--- src/rtl/baud_tick_gen_if.sv ---
// Control and tick bundle between the UART datapath and baud_tick_gen.
// The master drives the divisor and phase controls; the slave returns the ticks.
interface baud_tick_gen_if #(
    parameter int CNT_W  = 16,
    parameter int FRAC_W = 4,
    parameter int PH_W   = 4
);
    logic              enable;
    logic              load;
    logic [CNT_W-1:0]  divisor_int;
    logic [FRAC_W-1:0] divisor_frac;
    logic              resync;
    logic              os_tick;
    logic              mid_tick;
    logic              bit_tick;
    logic [PH_W-1:0]   os_phase;

    modport master (
        output enable, load, divisor_int, divisor_frac, resync,
        input  os_tick, mid_tick, bit_tick, os_phase
    );

    modport slave (
        input  enable, load, divisor_int, divisor_frac, resync,
        output os_tick, mid_tick, bit_tick, os_phase
    );
endinterface

--- src/rtl/baud_tick_gen.sv ---
// Fractional baud/oversample tick generator with bit and mid-bit ticks.
// Phase can be restarted by a divisor load or by an RX start-bit resync.
module baud_tick_gen #(
    parameter int CNT_W      = 16,
    parameter int FRAC_W     = 4,
    parameter int OVERSAMPLE = 16,
    parameter int DEF_INT    = 434,
    parameter int DEF_FRAC   = 0
) (
    input logic            clock,
    input logic            reset,
    baud_tick_gen_if.slave bus
);
    localparam int PH_W = $clog2(OVERSAMPLE);
    localparam logic [PH_W-1:0] HALF = PH_W'(OVERSAMPLE / 2);
    localparam logic [CNT_W-1:0] DEF_I =
        (DEF_INT < 2) ? CNT_W'(2) : CNT_W'(DEF_INT);
    localparam logic [FRAC_W-1:0] DEF_F = FRAC_W'(DEF_FRAC);

    logic [CNT_W-1:0]  div_i;
    logic [CNT_W-1:0]  cnt;
    logic [FRAC_W-1:0] div_f;
    logic [FRAC_W-1:0] acc;
    logic [FRAC_W:0]   acc_sum;
    logic              carry;
    logic              term;
    logic [PH_W-1:0]   phase;
    logic [PH_W-1:0]   phase_nxt;
    logic              os_q;
    logic              mid_q;
    logic              bit_q;

    // A period shorter than two clocks would make ticks back-to-back.
    function automatic logic [CNT_W-1:0] clamp_div(
        input logic [CNT_W-1:0] v
    );
        return (v < CNT_W'(2)) ? CNT_W'(2) : v;
    endfunction

    always_comb begin
        acc_sum   = {1'b0, acc} + {1'b0, div_f};
        carry     = acc_sum[FRAC_W];
        term      = carry ? (cnt == div_i)
                          : (cnt == div_i - CNT_W'(1));
        phase_nxt = phase + PH_W'(1);
    end

    always_ff @(posedge clock) begin
        if (!reset) begin
            div_i <= DEF_I;
            div_f <= DEF_F;
            cnt   <= '0;
            acc   <= '0;
            phase <= '0;
            os_q  <= 1'b0;
            mid_q <= 1'b0;
            bit_q <= 1'b0;
        end else if (bus.load) begin
            div_i <= clamp_div(bus.divisor_int);
            div_f <= bus.divisor_frac;
            cnt   <= '0;
            acc   <= '0;
            phase <= '0;
            os_q  <= 1'b0;
            mid_q <= 1'b0;
            bit_q <= 1'b0;
        end else if (bus.resync) begin
            cnt   <= '0;
            phase <= '0;
            os_q  <= 1'b0;
            mid_q <= 1'b0;
            bit_q <= 1'b0;
        end else if (bus.enable) begin
            os_q  <= 1'b0;
            mid_q <= 1'b0;
            bit_q <= 1'b0;
            if (term) begin
                cnt   <= '0;
                acc   <= acc_sum[FRAC_W-1:0];
                phase <= phase_nxt;
                os_q  <= 1'b1;
                mid_q <= (phase_nxt == HALF);
                bit_q <= (phase_nxt == '0);
            end else begin
                cnt <= cnt + CNT_W'(1);
            end
        end else begin
            os_q  <= 1'b0;
            mid_q <= 1'b0;
            bit_q <= 1'b0;
        end
    end

    assign bus.os_tick  = os_q;
    assign bus.mid_tick = mid_q;
    assign bus.bit_tick = bit_q;
    assign bus.os_phase = phase;
endmodule

--- src/flat_wrapper.sv ---
// flat-port wrapper written by rule: the top's interface ports become plain ports
module baud_tick_gen_flat 
#(
    parameter int CNT_W      = 16,
    parameter int FRAC_W     = 4,
    parameter int OVERSAMPLE = 16,
    parameter int DEF_INT    = 434,
    parameter int DEF_FRAC   = 0
)
  (clock, reset, bus_enable, bus_load, bus_divisor_int, bus_divisor_frac, bus_resync, bus_os_tick, bus_mid_tick, bus_bit_tick, bus_os_phase);
  baud_tick_gen_if #(.CNT_W(CNT_W), .FRAC_W(FRAC_W), .PH_W(4)) bus_i ();
  input logic clock;
  input logic reset;
  input wire logic [$bits(bus_i.enable)-1:0] bus_enable;
  input wire logic [$bits(bus_i.load)-1:0] bus_load;
  input wire logic [$bits(bus_i.divisor_int)-1:0] bus_divisor_int;
  input wire logic [$bits(bus_i.divisor_frac)-1:0] bus_divisor_frac;
  input wire logic [$bits(bus_i.resync)-1:0] bus_resync;
  output wire logic [$bits(bus_i.os_tick)-1:0] bus_os_tick;
  output wire logic [$bits(bus_i.mid_tick)-1:0] bus_mid_tick;
  output wire logic [$bits(bus_i.bit_tick)-1:0] bus_bit_tick;
  output wire logic [$bits(bus_i.os_phase)-1:0] bus_os_phase;
  assign bus_i.enable = bus_enable;
  assign bus_i.load = bus_load;
  assign bus_i.divisor_int = bus_divisor_int;
  assign bus_i.divisor_frac = bus_divisor_frac;
  assign bus_i.resync = bus_resync;
  assign bus_os_tick = bus_i.os_tick;
  assign bus_mid_tick = bus_i.mid_tick;
  assign bus_bit_tick = bus_i.bit_tick;
  assign bus_os_phase = bus_i.os_phase;
  baud_tick_gen #(.CNT_W(CNT_W), .FRAC_W(FRAC_W), .OVERSAMPLE(OVERSAMPLE), .DEF_INT(DEF_INT), .DEF_FRAC(DEF_FRAC)) u_core (.clock(clock), .reset(reset), .bus(bus_i));
endmodule
--- config.mk ---
export PLATFORM = sky130hd
export DESIGN_NAME = baud_tick_gen_flat
export DESIGN_NICKNAME = d
export VERILOG_FILES = /design/src/rtl/baud_tick_gen_if.sv /design/src/rtl/baud_tick_gen.sv /design/src/flat_wrapper.sv
export SDC_FILE = /design/constraint.sdc
export NUM_CORES = 1
export LEC_CHECK = 0
export BUFFER_PORTS_ARGS = -buffer_cell sky130_fd_sc_hd__buf_2
export CORE_ASPECT_RATIO = 0.75
export CORE_UTILIZATION = 55
export CTS_BUF_LIST = sky130_fd_sc_hd__clkbuf_4 sky130_fd_sc_hd__clkbuf_8 sky130_fd_sc_hd__clkbuf_16
export DETAILED_ROUTE_END_ITERATION = 10
export GPL_TIMING_DRIVEN = 0
export HOLD_SLACK_MARGIN = 0.1
export MAX_ROUTING_LAYER = met4
export PLACE_DENSITY = 0.76
export SYNTH_ARGS = -nofsm -noshare
export SYNTH_HDL_FRONTEND = slang
export SYNTH_SLANG_ARGS = --single-unit
--- constraint.sdc ---
create_clock -name clock -period 4.2 [get_ports clock]
set_input_delay 1.05 -clock clock [delete_from_list [all_inputs] [get_ports clock]]
set_output_delay 1.05 -clock clock [all_outputs]
set_load 0.01 [all_outputs]
Yosys cells after proc, flatten, opt, wreduce, memory -nomap -nowiden
Cells that the tools add are included.
{"block": "word_totals", "rom_bits": 0, "output_inout_bits": 7, "reg_bits": 47, "memories": 0, "mem_bits_rw": 0, "latch_bits": 0, "wordCells": 31, "input_bits": 25}
{"block": "classes", "magnitude_cmp": 1, "mux": 4, "div_mod_pow": 0, "n_shift": 0, "eq_ne": 3, "multipliers": 0, "bitwise_logic": 4, "n_addsub": 4, "n_reduce_logical": 7}
{"op": "$eq 16x16->1", "n": 2}
{"op": "$mux 16", "n": 2}
{"op": "$add 16x1->16 const B", "n": 1}
{"op": "$lt 16x2->1 const B", "n": 1}
{"op": "$sub 16x1->16 const B", "n": 1}
{"op": "$add 4x4->5", "n": 1}
{"op": "$reduce_or 5->1", "n": 1}
{"op": "$add 4x1->4 const B", "n": 1}
{"op": "$eq 4x4->1 const B", "n": 1}
{"op": "$logic_not 4->1", "n": 1}
{"op": "$not 1->1", "n": 4}
{"op": "$reduce_or 4->1", "n": 1}
{"op": "$reduce_and 3->1", "n": 1}
{"op": "$reduce_or 3->1", "n": 1}
{"op": "$mux 1", "n": 2}
{"op": "$reduce_and 2->1", "n": 1}
{"op": "$reduce_or 2->1", "n": 1}

Longest topological paths before layout
{"block": "depth", "word_depth": 5, "depth_mapped": 13, "mapped_depth_nobuf": 10}

Worst setup path after synthesis
No wires, ideal clock.
{"block": "synth_path", "path_type": "register to register", "start": "reg u_core.acc[0]", "end": "reg u_core.acc[0]", "n_path_buf": 3, "setup_ns": 0.119, "t_arrival_ns": 3.235, "required_ns": 4.081, "slack_ns": 0.845, "synth_period_minus_slack_ns": 3.355, "stages_incl_launch_ff": 14, "path_cell_list": "dfxtp_1 ha_1 inv_1 fa_1 nand2b_1 a21oi_1 clkbuf_1 and4_1 a31oi_1 or4_1 buf_2 or4_1 buf_2 mux2i_1"}
{"block": "synth_between", "elab_chain_cells": 3}
{"item": "start: declaration", "line_no": "baud_tick_gen.sv:23", "source": "logic [FRAC_W-1:0] acc;"}
{"item": "start signal: assignment", "line_no": "baud_tick_gen.sv:79", "source": "acc <= acc_sum[FRAC_W-1:0];"}
{"item": "$add 4x4->5 *", "line_no": "baud_tick_gen.sv:41", "source": "acc_sum = {1'b0, acc} + {1'b0, div_f};"}
{"item": "$mux 1", "line_no": "baud_tick_gen.sv:43", "source": "term = carry ? (cnt == div_i)"}
{"item": "$reduce_and 3->1 (no source line)"}
Every way passes the cells marked *; elsewhere a longest branch is shown, timed or not.
A chain may end at the register's enable or synchronous reset.

Final worst setup path
{"block": "layout_path", "start": "reg u_core.acc[0]", "end": "reg u_core.cnt[11]"}
{"block": "layout_between", "elab_chain_cells": 3}
{"item": "$add 4x4->5", "line_no": "baud_tick_gen.sv:41"}
{"item": "$mux 1", "line_no": "baud_tick_gen.sv:43"}
{"item": "$mux 16", "line_no": "baud_tick_gen.sv:77", "source": "if (term) begin"}
{"item": "end signal: assignment", "line_no": "baud_tick_gen.sv:85", "source": "cnt <= cnt + CNT_W'(1);"}
{"item": "end: declaration", "line_no": "baud_tick_gen.sv:21", "source": "logic [CNT_W-1:0] cnt;"}
Every way passes these cells.

==> reports/metrics.cfg <==
[timing]
finalCriticalPeriod_ns = 3.859
max-slew-margin-rel_pct = 47.82
tns_ns = 0
fmax_mhz = 259.1
tightest_slew_ns = 0.7826
finalSetupViolCount = 0
hold_viol = 0
fin_hold_ws_ns = 0.4767
slew_viol_final = 0
rsz0062_at_grt = no
fin_crit_sh_pct = 91.89
finalClockSkew_ns = 0.006957

[clocking]
cts_root_buffer = clkbuf_8
clkLatencyLatePin_ns = 0.31
h-tree-depth = 2
clockBufferDepth = 2
path_clk_slew_ns = 0.09
tritoncts = yes
cts_num_sinks = 47
numCtsBuffers = 5

[floorplan]
pin_count = 32
start_util_pct = 59.38
die_area_um2 = 5311
core_um2 = 4651
std_cell_rows = 21
fp.dieW_um = 83.82
fp.dieH_um = 63.37

[cells_and_area]
antennaDiodeCount = 0
final_area_um2 = 3083
multi_input_comb_area_um2 = 1739
post-route-util_pct = 66.29
final-seq-area_um2 = 940.9
fill_cells = 425
syn_to_final_growth_pct = 11.64
nets = 388
drive_above_1_share_pct = 14.61

[global_routing]
grt_util_all_layers_pct = 26.36
grt_pass1_vias = 2267
grt_remaining_overflow = 0
grt_max_degree = 14
grt_first_pass_wirelength_um = 10600
antenna_found_initial = 0

[logic_synthesis]
synthesis.area_um2 = 2761
synth-async-reset-ratio_pct = 0
ys_seq_area_share_pct = 34.07
ys_ff_latch = 47
synth.avg_cell_area_um2 = 8.711
yosysWarnings = 0
synth.net_count = 350
synth_ff_type = dfxtp_1
synth_cells = 317
synth-edff-count = 0
ys_types = 49

[worst_setup_path]
rr_startpoint = u_core.acc[0]$_SDFFE_PP0P_
crit_fanout = 10
cp_num_buf_inv = 4
cp_top_family = simple AND/OR/NAND/NOR gates
worst-r2r-cell-count = 13
worst_r2r_endpoint = u_core.cnt[11]$_SDFFE_PP0P_
startpoint = u_core.acc[0]$_SDFFE_PP0P_
crit_top_cell = buf_2
cp-end-kind = flop
cp.depth = 13
max_stage_delay_ns = 0.55
cp-endpoint = u_core.cnt[11]$_SDFFE_PP0P_
reg2reg_slack_ns = 0.34
cp-start-kind = flop
crit_chain = ha_1, inv_1, fa_1, nand2b_1, a21oi_1, clkbuf_2, and4_1, a31oi_1, or4_1, buf_2, nor4_2, buf_2, nor3_1
crit_required_ns = 4.38
worstPathArrival_ns = 4.04
path_class = reg -> reg
cp_slowest_cell = nor4_2

[detailed_routing]
drtAntennaViolNets = 0
routed_via_density = 5.814
drtPass1Iterations = 7
dr_total_vias = 2401
drc = 4
drt-total-wl_um = 6297
wl_per_cell_um = 15.25
drtIter0Drc = 208

[power]
power-per-cell-area_nw_per_um2 = 276.0
ir_drop_mv = 0.1555
total_leakage_power_uw = 0.001229
fin_total_pwr_uw = 850.9

[status]
violations = design-rule violations
status = finished, violations left

[placed_design]
dpl-instance-area_um2 = 2988
hpwl_um = 4807
place.gp.congestion = 0.8654
port_buffers = 31

[hold_path]
hold_class = reg -> reg

[run]
maxCapViolations = 0

==> routing by layer <==
| metal | vias to the layer above | track usage [%] | share of wire (%) | wire, um |
|---|---|---|---|---|
| li1 | 1221 | - | - | - |
| met1 | 1120 | 34.80 | 49 | 3056 |
| met2 | 48 | 40.68 | 45 | 2838 |
| met3 | 12 | 6.160 | 4.7 | 294 |
| met4 | 0 | 7.112 | 1.7 | 107 |
| met5 | - | - | 0 | 0 |
==> cell usage in the layout, fill, tap and decap left out, types with 9 or more instances in the layout <==
| cell | instances |
|---|---|
| xnor2_1 | 12 |
| inv_1 | 9 |
| nand3_1 | 10 |
| mux2i_1 | 28 |
| nand2_1 | 31 |
| nor4_1 | 10 |
| buf_2 | 34 |
| xor2_1 | 22 |
| dfxtp_1 | 47 |
| nor2b_1 | 20 |
| nor3_1 | 24 |
| nor2_1 | 15 |
==> state kept, by name, summed over array words and instances (netlist names) <==
signal and cells:
u_core.div_i 16, u_core.bus.os_phase 4, u_core.bus.os_tick 1, u_core.acc 4, u_core.bus.bit_tick 1, u_core.div_f 4
u_core.cnt 16, u_core.bus.mid_tick 1
==> synthesized netlist by cell type, drive strengths merged, types with 5 or more instances <==
cell type | count | area (um2)
buf | 5 | 22.52
clkbuf | 8 | 30.03
dfxtp | 47 | 940.9
ha | 7 | 87.58
inv | 9 | 33.78
mux2i | 28 | 280.3
nand2 | 31 | 116.4
nand2b | 6 | 37.54
nand3 | 10 | 50.05
nand4 | 5 | 31.28
nor2 | 15 | 56.30
nor2b | 20 | 125.1
nor3 | 25 | 130.1
nor4 | 12 | 87.58
or3 | 5 | 36.28
or4 | 5 | 41.29
xnor2 | 12 | 105.1
xor2 | 22 | 192.7
==> cells by family after synthesis <==
kind of cell | share of synthesized area [%]
xor+xnor | 10.78
simple gates | 29.91
buf+inv | 3.126
compound gates | 7.658
flops | 34.07
mux | 10.56
fa+ha+maj | 3.897
==> per-stage QoR <==
stage,setup slack [ns],std cells
detailed placement,0.1331,405
floorplan,0.8453,317
CTS,0.1202,413
global placement,0.2561,405
global route,0.07433,413
finish,0.3407,413
==> where the power goes <==
group	leakage (uW)	total, uW	internal [uW]	switching (uW)
logic	0.000798	97.7	44.1	53.6
clock network	0.0000491	281	130	151
registers	0.000383	472	457	15.5
==> worst min path at each step <==
stage | slack, ns | from | depth (start not counted) | end
2_1_floorplan | 0.44 | u_core.acc[0]$_SDFFE_PP0P_ | 2 | u_core.acc[0]$_SDFFE_PP0P_
6_report | 0.48 | u_core.acc[3]$_SDFFE_PP0P_ | 2 | u_core.acc[3]$_SDFFE_PP0P_
5_1_grt | 0.50 | u_core.acc[2]$_SDFFE_PP0P_ | 2 | u_core.acc[2]$_SDFFE_PP0P_
3_3_place_gp | 0.45 | u_core.acc[0]$_SDFFE_PP0P_ | 2 | u_core.acc[0]$_SDFFE_PP0P_
3_5_place_dp | 0.47 | u_core.acc[2]$_SDFFE_PP0P_ | 2 | u_core.acc[2]$_SDFFE_PP0P_
4_1_cts | 0.48 | u_core.acc[3]$_SDFFE_PP0P_ | 2 | u_core.acc[3]$_SDFFE_PP0P_
==> area by class of cell <==
cell class	instances	area share [%]
buffer	13	1.745
clock buffer	7	2.719
clock inverter	1	0.1623
inverter	9	1.096
multi-input combinational	248	56.41
sequential	47	30.52
tap	57	2.313
timing repair buffer	31	5.032
==> tightest hold or removal path, cell delays in order (launching register included) <==
cell and delay [ns]:
dfxtp_1 0.32, nand2_1 0.05, mux2i_1 0.06
==> timing repair <==
action / CTS / global route
resized for setup: 0 / 3
hold buffers: 0 / 0
endpoints found under the setup margin: 0 / 12
setup buffers: 0 / 0
(Power assumes the default switching activity.)
